[src/rtl/shifter_pipe_if.sv]
// Handshake bundle for shifter_pipe: an input beat (operand, shift amount,
// operation, tag) and an output beat (result, carry, zero, tag), each
// qualified by its own valid/ready pair.
interface shifter_pipe_if #(
    parameter int DATA_WIDTH = 32,
    parameter int TAG_W      = 4
);
    localparam int SHAMT_W = $clog2(DATA_WIDTH);

    logic                  in_valid;
    logic                  in_ready;
    logic [DATA_WIDTH-1:0] in_a;
    logic [SHAMT_W-1:0]    in_shamt;
    logic [2:0]            in_op;
    logic [TAG_W-1:0]      in_tag;
    logic                  out_valid;
    logic                  out_ready;
    logic [DATA_WIDTH-1:0] out_result;
    logic                  out_carry;
    logic                  out_zero;
    logic [TAG_W-1:0]      out_tag;

    // Producer/consumer side: issues operations and accepts results.
    modport master (
        output in_valid, in_a, in_shamt, in_op, in_tag, out_ready,
        input  in_ready, out_valid, out_result, out_carry, out_zero, out_tag
    );

    // Shifter side.
    modport slave (
        input  in_valid, in_a, in_shamt, in_op, in_tag, out_ready,
        output in_ready, out_valid, out_result, out_carry, out_zero, out_tag
    );
endinterface

[src/rtl/shifter_pipe.sv]
// Pipelined barrel shifter/rotator. The log2(DATA_WIDTH) shift levels are
// split into STAGES contiguous groups, each closed by a register slice with
// valid/ready flow control so a stalled consumer backs up the whole pipe
// without dropping or duplicating beats.
module shifter_pipe #(
    parameter int DATA_WIDTH = 32,
    parameter int STAGES     = 2,
    parameter int TAG_W      = 4
) (
    input  logic          clk,
    input  logic          resetn,
    shifter_pipe_if.slave bus
);
    localparam int SHAMT_W       = $clog2(DATA_WIDTH);
    localparam int LEVELS        = SHAMT_W;
    localparam int LVL_PER_STAGE = (LEVELS + STAGES - 1) / STAGES;

    typedef enum logic [2:0] {
        OP_SLL     = 3'b000,
        OP_SLL_ALT = 3'b001,
        OP_SRL     = 3'b010,
        OP_SRA     = 3'b011,
        OP_ROL     = 3'b100,
        OP_ROR     = 3'b101,
        OP_RSV0    = 3'b110,
        OP_RSV1    = 3'b111
    } op_e;

    // Everything a beat needs to finish its journey through the remaining levels.
    typedef struct packed {
        logic                  valid;
        logic [DATA_WIDTH-1:0] data;
        logic [SHAMT_W-1:0]    shamt;
        op_e                   op;
        logic [TAG_W-1:0]      tag;
        logic                  carry;
        logic                  zero;
    } slice_t;

    // Applies shift levels [lo, hi) to a beat. The running carry is taken from
    // the partial value before each active level: composing the levels, the bit
    // leaving at the last active level is exactly in_a[W-shamt] (left ops) or
    // in_a[shamt-1] (right ops), which for rotates equals result[0]/result[W-1].
    // A shamt of zero never activates a level, so carry stays 0.
    function automatic slice_t apply_levels(input slice_t s, input int lo, input int hi);
        slice_t             r;
        int                 n;
        logic [SHAMT_W-1:0] lidx;
        logic [SHAMT_W-1:0] ridx;
        r = s;
        for (int k = 0; k < LEVELS; k++) begin
            n    = 1 << k;
            lidx = SHAMT_W'(DATA_WIDTH - n);
            ridx = SHAMT_W'(n - 1);
            if (k >= lo && k < hi && s.shamt[k]) begin
                case (r.op)
                    OP_SLL, OP_SLL_ALT: begin
                        r.carry = r.data[lidx];
                        r.data  = r.data << n;
                    end
                    OP_SRL: begin
                        r.carry = r.data[ridx];
                        r.data  = r.data >> n;
                    end
                    OP_SRA: begin
                        r.carry = r.data[ridx];
                        r.data  = DATA_WIDTH'($signed(r.data) >>> n);
                    end
                    OP_ROL: begin
                        r.carry = r.data[lidx];
                        r.data  = (r.data << n) | (r.data >> (DATA_WIDTH - n));
                    end
                    OP_ROR: begin
                        r.carry = r.data[ridx];
                        r.data  = (r.data >> n) | (r.data << (DATA_WIDTH - n));
                    end
                    default: ;  // reserved ops pass the operand through, carry 0
                endcase
            end
        end
        return r;
    endfunction

    slice_t in_beat;

    // Pack the incoming bus beat into slice form.
    always_comb begin
        // NOTE: every always_comb output gets a full default first so no path leaves it unassigned (no latch).
        in_beat       = '0;
        in_beat.valid = bus.in_valid;
        in_beat.data  = bus.in_a;
        in_beat.shamt = bus.in_shamt;
        in_beat.op    = op_e'(bus.in_op);
        in_beat.tag   = bus.in_tag;
    end

    for (genvar s = 0; s < STAGES; s++) begin : g_slice
        localparam int LO = s * LVL_PER_STAGE;
        localparam int HI = (LO + LVL_PER_STAGE > LEVELS) ? LEVELS : LO + LVL_PER_STAGE;

        slice_t src;
        slice_t d;
        slice_t q;
        logic   ld;

        if (s == 0) begin : g_head
            assign src = in_beat;
        end else begin : g_body
            assign src = g_slice[s-1].q;
        end

        // A slice loads when empty or when its content moves on this cycle.
        if (s == STAGES - 1) begin : g_tail
            logic unused_tail;
            assign ld          = !q.valid || bus.out_ready;
            assign unused_tail = ^{q.shamt, q.op};
        end else begin : g_mid
            assign ld = !q.valid || g_slice[s+1].ld;
        end

        // Shift through this group's levels; the last slice also derives the zero flag.
        always_comb begin
            d = apply_levels(src, LO, HI);
            if (s == STAGES - 1) begin
                d.zero = (d.data == '0);
            end
        end

        // Slice register: capture when loading, otherwise hold.
        always_ff @(posedge clk or negedge resetn) begin
            if (!resetn) begin
                // NOTE: the data fields are reset too, not just valid, because the outputs must read zero during reset.
                q <= '0;
            end else if (ld) begin
                // NOTE: non-blocking so every slice samples its upstream neighbour's pre-edge value.
                q <= d;
            end
        end
    end

    assign bus.in_ready   = g_slice[0].ld & resetn;
    assign bus.out_valid  = g_slice[STAGES-1].q.valid;
    assign bus.out_result = g_slice[STAGES-1].q.data;
    assign bus.out_carry  = g_slice[STAGES-1].q.carry;
    assign bus.out_zero   = g_slice[STAGES-1].q.zero;
    assign bus.out_tag    = g_slice[STAGES-1].q.tag;
endmodule

[src/flat_wrapper.sv]
// flat-port wrapper written by rule: the top's interface ports become plain ports
module shifter_pipe_flat 
#(
    parameter int DATA_WIDTH = 32,
    parameter int STAGES     = 2,
    parameter int TAG_W      = 4
)
  (clk, resetn, bus_in_valid, bus_in_a, bus_in_shamt, bus_in_op, bus_in_tag, bus_out_ready, bus_in_ready, bus_out_valid, bus_out_result, bus_out_carry, bus_out_zero, bus_out_tag);
  shifter_pipe_if #(.DATA_WIDTH(DATA_WIDTH), .TAG_W(TAG_W)) bus_i ();
  input  logic clk;
  input  logic resetn;
  input wire logic [$bits(bus_i.in_valid)-1:0] bus_in_valid;
  input wire logic [$bits(bus_i.in_a)-1:0] bus_in_a;
  input wire logic [$bits(bus_i.in_shamt)-1:0] bus_in_shamt;
  input wire logic [$bits(bus_i.in_op)-1:0] bus_in_op;
  input wire logic [$bits(bus_i.in_tag)-1:0] bus_in_tag;
  input wire logic [$bits(bus_i.out_ready)-1:0] bus_out_ready;
  output wire logic [$bits(bus_i.in_ready)-1:0] bus_in_ready;
  output wire logic [$bits(bus_i.out_valid)-1:0] bus_out_valid;
  output wire logic [$bits(bus_i.out_result)-1:0] bus_out_result;
  output wire logic [$bits(bus_i.out_carry)-1:0] bus_out_carry;
  output wire logic [$bits(bus_i.out_zero)-1:0] bus_out_zero;
  output wire logic [$bits(bus_i.out_tag)-1:0] bus_out_tag;
  assign bus_i.in_valid = bus_in_valid;
  assign bus_i.in_a = bus_in_a;
  assign bus_i.in_shamt = bus_in_shamt;
  assign bus_i.in_op = bus_in_op;
  assign bus_i.in_tag = bus_in_tag;
  assign bus_i.out_ready = bus_out_ready;
  assign bus_in_ready = bus_i.in_ready;
  assign bus_out_valid = bus_i.out_valid;
  assign bus_out_result = bus_i.out_result;
  assign bus_out_carry = bus_i.out_carry;
  assign bus_out_zero = bus_i.out_zero;
  assign bus_out_tag = bus_i.out_tag;
  shifter_pipe #(.DATA_WIDTH(DATA_WIDTH), .STAGES(STAGES), .TAG_W(TAG_W)) u_core (.clk(clk), .resetn(resetn), .bus(bus_i));
endmodule
[config.mk]
export PLATFORM = sky130hd
export DESIGN_NAME = shifter_pipe_flat
export DESIGN_NICKNAME = d
export VERILOG_FILES = /design/src/rtl/shifter_pipe_if.sv /design/src/rtl/shifter_pipe.sv /design/src/flat_wrapper.sv
export SDC_FILE = /design/constraint.sdc
export NUM_CORES = 1
export LEC_CHECK = 0
export CORE_ASPECT_RATIO = 0.5
export CORE_UTILIZATION = 50
export DETAILED_ROUTE_END_ITERATION = 7
export GPL_ROUTABILITY_DRIVEN = 0
export PLACE_DENSITY = 0.8
export RECOVER_POWER = 100
export SLEW_MARGIN = 25
export SYNTH_ARGS = -nofsm -noshare
export SYNTH_HDL_FRONTEND = slang
export SYNTH_SLANG_ARGS = --single-unit
export TNS_END_PERCENT = 30
[constraint.sdc]
create_clock -name clk -period 2.6 [get_ports clk]
set_input_delay 0.78 -clock clk [delete_from_list [all_inputs] [get_ports clk]]
set_output_delay 0.78 -clock clk [all_outputs]
set_load 0.02 [all_outputs]
Yosys cells after proc, flatten, opt, wreduce, memory -nomap -nowiden
Index checks and enable logic that the tools add are counted.
Word-level totals
  bits in registers: 85
  bits in latches: 0
  RAM bits: 0
  bits in read-only memories: 0
  bits of input ports: 48
  output and inout bits: 40
  memories kept: 0
Cells by class
  $add $sub $neg: 0
  multipliers: 0
  div/mod/pow operators: 0
  order comparisons: 0
  eq/ne operators: 10
  shifts and indexed selects: 0
  multiplexer cells: 20
  bitwise logic cells: 10
  reductions and logical operators: 14
Operator list (count)
  $pmux 32 s5: 4
  $mux 32: 5
  $pmux 32 s4: 1
  $logic_not 32->1: 1
  $or 24x32->32: 1
  $or 28x32->32: 1
  $or 30x32->32: 1
  $or 31x32->32: 1
  $or 32x1->32: 1
  $or 32x16->32: 1
  $or 32x2->32: 1
  $or 32x4->32: 1
  $or 32x8->32: 1
  $eq 3x2->1 const B: 4
  $eq 3x3->1 const B: 4
  $reduce_or 3->1: 4
  $pmux 1 s2: 5
  $eq 3x1->1 const B: 2
  $logic_not 3->1: 2
  $reduce_or 2->1: 3
  $mux 1: 5
  $logic_not 1->1: 2
  $logic_or 1x1->1: 2
  $and 1x1->1: 1

Depth between registers and ports, before layout
  depth in word-level cells: 10
  mapped depth: 11
  mapped depth without buffers: 7

Worst setup path after synthesis
Ideal clock, no wire load.
  path type: input to output
  start: input port bus_out_ready
  end: output port bus_in_ready
  arrival time: 1.900 ns
  data required time: 1.820 ns
  path slack: -0.080 ns
  stages: 6
  cell sequence: nor2b_1 > clkbuf_1 > nand2_1 > clkbuf_1 > clkbuf_1 > and2_1
Between the ends
  cells in the longest elaborated chain, start to end: 3
RTL lines
  from (decl): line flat_wrapper.sv:17  | input wire logic [$bits(bus_i.out_ready)-1:0] bus_out_ready;
  $logic_or 1x1->1: line shifter_pipe.sv:115  | assign ld = !q.valid || bus.out_ready;
  $logic_or 1x1->1: line shifter_pipe.sv:118  | assign ld = !q.valid || g_slice[s+1].ld;
  $and 1x1->1: line shifter_pipe.sv:141  | assign bus.in_ready = g_slice[0].ld & resetn;
  to (decl): line flat_wrapper.sv:18  | output wire logic [$bits(bus_i.in_ready)-1:0] bus_in_ready;
No other way between the ends.

Worst setup path after layout
  start: input port bus_in_op[0]
  end: register u_core.g_slice[0].q[38] in the netlist's numbering
Between the ends
  cells in the longest elaborated chain, start to end: 10
  elaborated cells between the ends (all ways): 17
  those cells by class: eq/ne (5); mux (6); bitwise (4); reduce/logical (2)
RTL lines
  from (decl): line flat_wrapper.sv:15  | input wire logic [$bits(bus_i.in_op)-1:0] bus_in_op;
  $eq 3x1->1 or $logic_not 3->1 (tied branches): line shifter_pipe.sv:56  | case (r.op)
  $reduce_or 2->1: line shifter_pipe.sv:56
  $pmux 32 s5: line shifter_pipe.sv:56
  $mux 32: line shifter_pipe.sv:55  | if (k >= lo && k < hi && s.shamt[k]) begin
  $or 30x32->32 or $or 32x2->32 (tied branches): line shifter_pipe.sv:75, shifter_pipe.sv:71
  $pmux 32 s5: line shifter_pipe.sv:56
  $mux 32: line shifter_pipe.sv:55
  $or 28x32->32 or $or 32x4->32 (tied branches): line shifter_pipe.sv:75, shifter_pipe.sv:71
  $pmux 32 s5: line shifter_pipe.sv:56
  $mux 32 (*): line shifter_pipe.sv:55
  to (signal assigned): line shifter_pipe.sv:133  | q <= '0;
  to (signal assigned): line shifter_pipe.sv:136  | q <= d;
  to (decl): line shifter_pipe.sv:103  | slice_t q;
Every way passes the cells marked *; elsewhere a longest branch is shown, timed or not.
A chain may end at the register's enable or synchronous reset.

==> flow_metrics.py <==
metrics = {
    "power_and_ir_drop": {
        "peakVddDrop_v": 0.000299,
        "power_leakage_nw": 4.28,
        "fin_total_pwr_w": 0.00615,
        "power_density_nw_per_um2": 606,
    },
    "clock_tree": {
        "clock_latency_ps": 350,
        "cts_made_buffers": 9,
        "cts-root-buf": "clkbuf_16",
        "h-tree-depth": 3,
        "cts_tree": "yes",
        "cts_max_path_buffers": 2,
        "clkSinkCount": 82,
        "hold_buffers": 0,
        "clk_pin_slew_ps": 60,
    },
    "timing": {
        "rsz0062_at_grt": "true",
        "finalCritPeriodShare": 0.995,
        "worst_slew_pin_slew_ps": 1800,
        "finalSetupTns_ps": 0,
        "relSlewSlack": -0.198,
        "hold_viol_final": 0,
        "drv_slew": 83,
        "max_freq_mhz": 387,
        "setup_violations": 0,
        "final.setup_skew_ps": 8.18,
        "min_period_ps": 2590,
    },
    "critical_path": {
        "cp.required_ps": 2810,
        "crit_family": "compound AO/OA/AOI/OAI gates",
        "reg2reg_to": "u_core.bus.out_zero",
        "critPathMaxFanout": 6,
        "cpPeakStageDelay_ps": 370,
        "crit_arrival_ps": 2790,
        "reg2reg_setup_slack_ps": 100,
        "endpoint": "u_core.g_slice[0].q[38]",
        "worst-path-buf-inv": 4,
        "endpoint_kind": "flip-flop",
        "reg2regPathDepth": 8,
        "crit_path_start_kind": "input port",
        "rr_startpoint": "u_core.g_slice[0].q[8]",
        "critPathKind": "input port to flip-flop",
        "cp_num_cells": 11,
        "setup.worst_path.start": "bus_in_op[0]",
        "cp_cell_sequence": "dlygate4sd2_1 -> and3b_2 -> buf_4 -> nor2_1 -> a211oi_1 -> buf_4 -> buf_4 -> a21oi_1 -> o221ai_1 -> a21oi_1 -> a21oi_1",
        "cpMaxStageDelayCell": "a21oi_1",
    },
    "logic_synthesis": {
        "yosysUniqueCellTypes": 72,
        "yosysSeqAreaShare": 0.271,
        "yosysTopAreaCellShare": 0.271,
        "async_flop_share": 1.00,
        "syn-num-nets": 1101,
        "synth_edf_count": 0,
        "synth_area_leaders": "dfrtp_1 (27%), nand2_1 (8.1%), a21oi_1 (7.1%)",
        "synth_flop_cell": "dfrtp_1",
        "synth_cells": 1053,
        "yosysTopAreaCell": "dfrtp_1",
        "syn-cell-area_sq_um": 7570,
        "ys_ff_latch": 82,
        "yosysWarnings": 0,
        "synth.avg_cell_area_sq_um": 7.19,
    },
    "routing": {
        "vias": 9771,
        "dr.pass1.iters": 8,
        "drtIter0Drc": 1639,
        "wl_per_cell_um": 20.6,
        "ant_nets": 0,
        "wl_um": 29600,
        "drc": 31,
        "via_per_inst": 6.80,
    },
    "global_route": {
        "grt_pass1_vias": 8643,
        "grt_util_all_layers": 0.373,
        "antenna_found_initial": 1,
        "overflow": 0,
        "grt_pass1_wl_um": 45900,
        "grt_max_degree": 83,
    },
    "die": {
        "die_h_um": 89.0,
        "die_x_um": 176,
        "ioPinCount": 88,
        "start_util": 0.518,
        "core_sq_um": 14600,
        "design.die.area_sq_um": 15700,
        "rows": 31,
    },
    "placed_design": {
        "port_buffers": 87,
        "dp.cells": 1411,
        "dp_hpwl_um": 21900,
        "dpl_cell_area_sq_um": 9680,
    },
    "layout": {
        "final_area_sq_um": 10200,
        "fin_cells": 1436,
        "drive_above_1_share": 0.221,
        "fill_cells": 1177,
        "final_nets": 1282,
        "area_growth_pct": 34.1,
        "diodes": 0,
    },
    "run_status": {
        "violations": "design-rule violations, max-capacitance violations, max-slew violations",
        "status": "complete, but fails checks",
    },
    "hold_path": {
        "min_path_type": "flip-flop to flip-flop",
    },
    "job": {
        "cap_violations": 1,
    },
}
-- synthesized netlist by cell type, types with 12 or more instances --
library cell / number
a22oi_1: 20
and2_1: 12
a21oi_1: 107
nor2b_1: 13
o211ai_1: 13
nor2_1: 108
dfrtp_1: 82
o21ai_0: 95
nand3_1: 17
clkbuf_1: 47
nand2_1: 164
mux2i_1: 16
mux2_2: 19
a31oi_1: 33
o22ai_1: 34
buf_2: 44
a211oi_1: 22
-- cells in the final DEF, fill, tap and decap left out, types with 12 or more instances in the layout --
cell | Yosys | final
buf_4 | 1 | 179
nand2_1 | 164 | 164
nor2_1 | 108 | 108
a21oi_1 | 107 | 99
o21ai_0 | 95 | 85
clkdlybuf4s50_1 | 0 | 81
dfrtp_1 | 82 | 78
o22ai_1 | 34 | 34
a31oi_1 | 33 | 30
a211oi_1 | 22 | 22
mux2_2 | 19 | 19
a22oi_1 | 20 | 19
nand3_1 | 17 | 17
mux2i_1 | 16 | 16
o21ai_1 | 6 | 14
o211ai_1 | 13 | 13
nor2b_1 | 13 | 12
-- where the power goes --
part           leakage, nW  internal [W]  switching, W  total (W)
combinational         3.18       0.00135       0.00164    0.00298
clock                0.140      0.000761      0.000515    0.00128
sequential           0.967       0.00154      0.000352    0.00189
total                 4.28       0.00365       0.00250    0.00615
-- area by class of cell --
cell class | count | area [sq um] | share of cell area
timing repair buffer | 278 | 2410 | 0.238
inverter | 11 | 45.0 | 0.00444
multi-input combinational | 852 | 5090 | 0.502
clock buffer | 10 | 239 | 0.0235
clock inverter | 5 | 55.1 | 0.00542
tap | 198 | 248 | 0.0244
sequential | 82 | 2060 | 0.203
-- how the worst min path moves through the flow --
| stage | start | endpoint | slack [ps] | depth (start not counted) |
|---|---|---|---|---|
| after detailed placement | u_core.bus.out_tag[2] | u_core.bus.out_tag[2] | 450 | 2 |
| final | u_core.bus.out_tag[2] | u_core.bus.out_tag[2] | 470 | 2 |
| after floorplan | u_core.g_slice[0].q[2] | u_core.g_slice[0].q[2] | 440 | 2 |
| after CTS | u_core.bus.out_tag[2] | u_core.bus.out_tag[2] | 470 | 2 |
| after global routing | u_core.bus.out_tag[0] | u_core.bus.out_tag[0] | 490 | 2 |
| after global placement | u_core.bus.out_result[19] | u_core.bus.out_result[19] | 450 | 2 |
-- routing by layer --
| layer | vias to the layer above | wire [um] | GRT usage |
|---|---|---|---|
| li1 | 4288 | - | - |
| met2 | 911 | 11900 | 0.559 |
| met5 | - | 0 | 0 |
| met1 | 4388 | 11600 | 0.501 |
| met4 | 0 | 1450 | 0.164 |
| met3 | 184 | 4600 | 0.113 |
-- stage by stage --
stage | hold slack [ps] | setup WS (ps) | util
2_1_floorplan | 439 | 3.25 | -
4_1_cts | 468 | 7.67 | 0.687
3_5_place_dp | 455 | -685 | 0.662
5_1_grt | 491 | -24.5 | 0.694
6_report | 468 | 14.1 | 0.694
3_3_place_gp | 451 | -653 | 0.662
-- repair_timing --
action | in CTS | in global routing
setup buffers | 3 | 6
pin swaps | 2 | 3
gates cloned | 1 | 0
setup endpoints to repair | 34 | 32
resized for setup | 17 | 35
-- sequential cells by signal, indices dropped and copies added, names as in the netlist --
name / count
u_core.bus.out_zero: 1
u_core.g_slice.q: 43
u_core.bus.out_carry: 1
u_core.bus.out_valid: 1
u_core.bus.out_result: 32
u_core.bus.out_tag: 4
-- cells by family (layout without fill, tap and decap cells) --
group	count (synthesis)	in the layout	synth area share
compound gates	441	441	0.377
xor+xnor	1	1	0.00116
buf+inv	119	304	0.0717
flops	82	82	0.271
mux	39	39	0.0613
simple gates	371	371	0.217
-- worst min-delay path: stages (launching register included) --
cell     delay (ps)
dfrtp_1         340
nand2_1          50
nand2_1          50
Power figures use the tool's default switching activity.
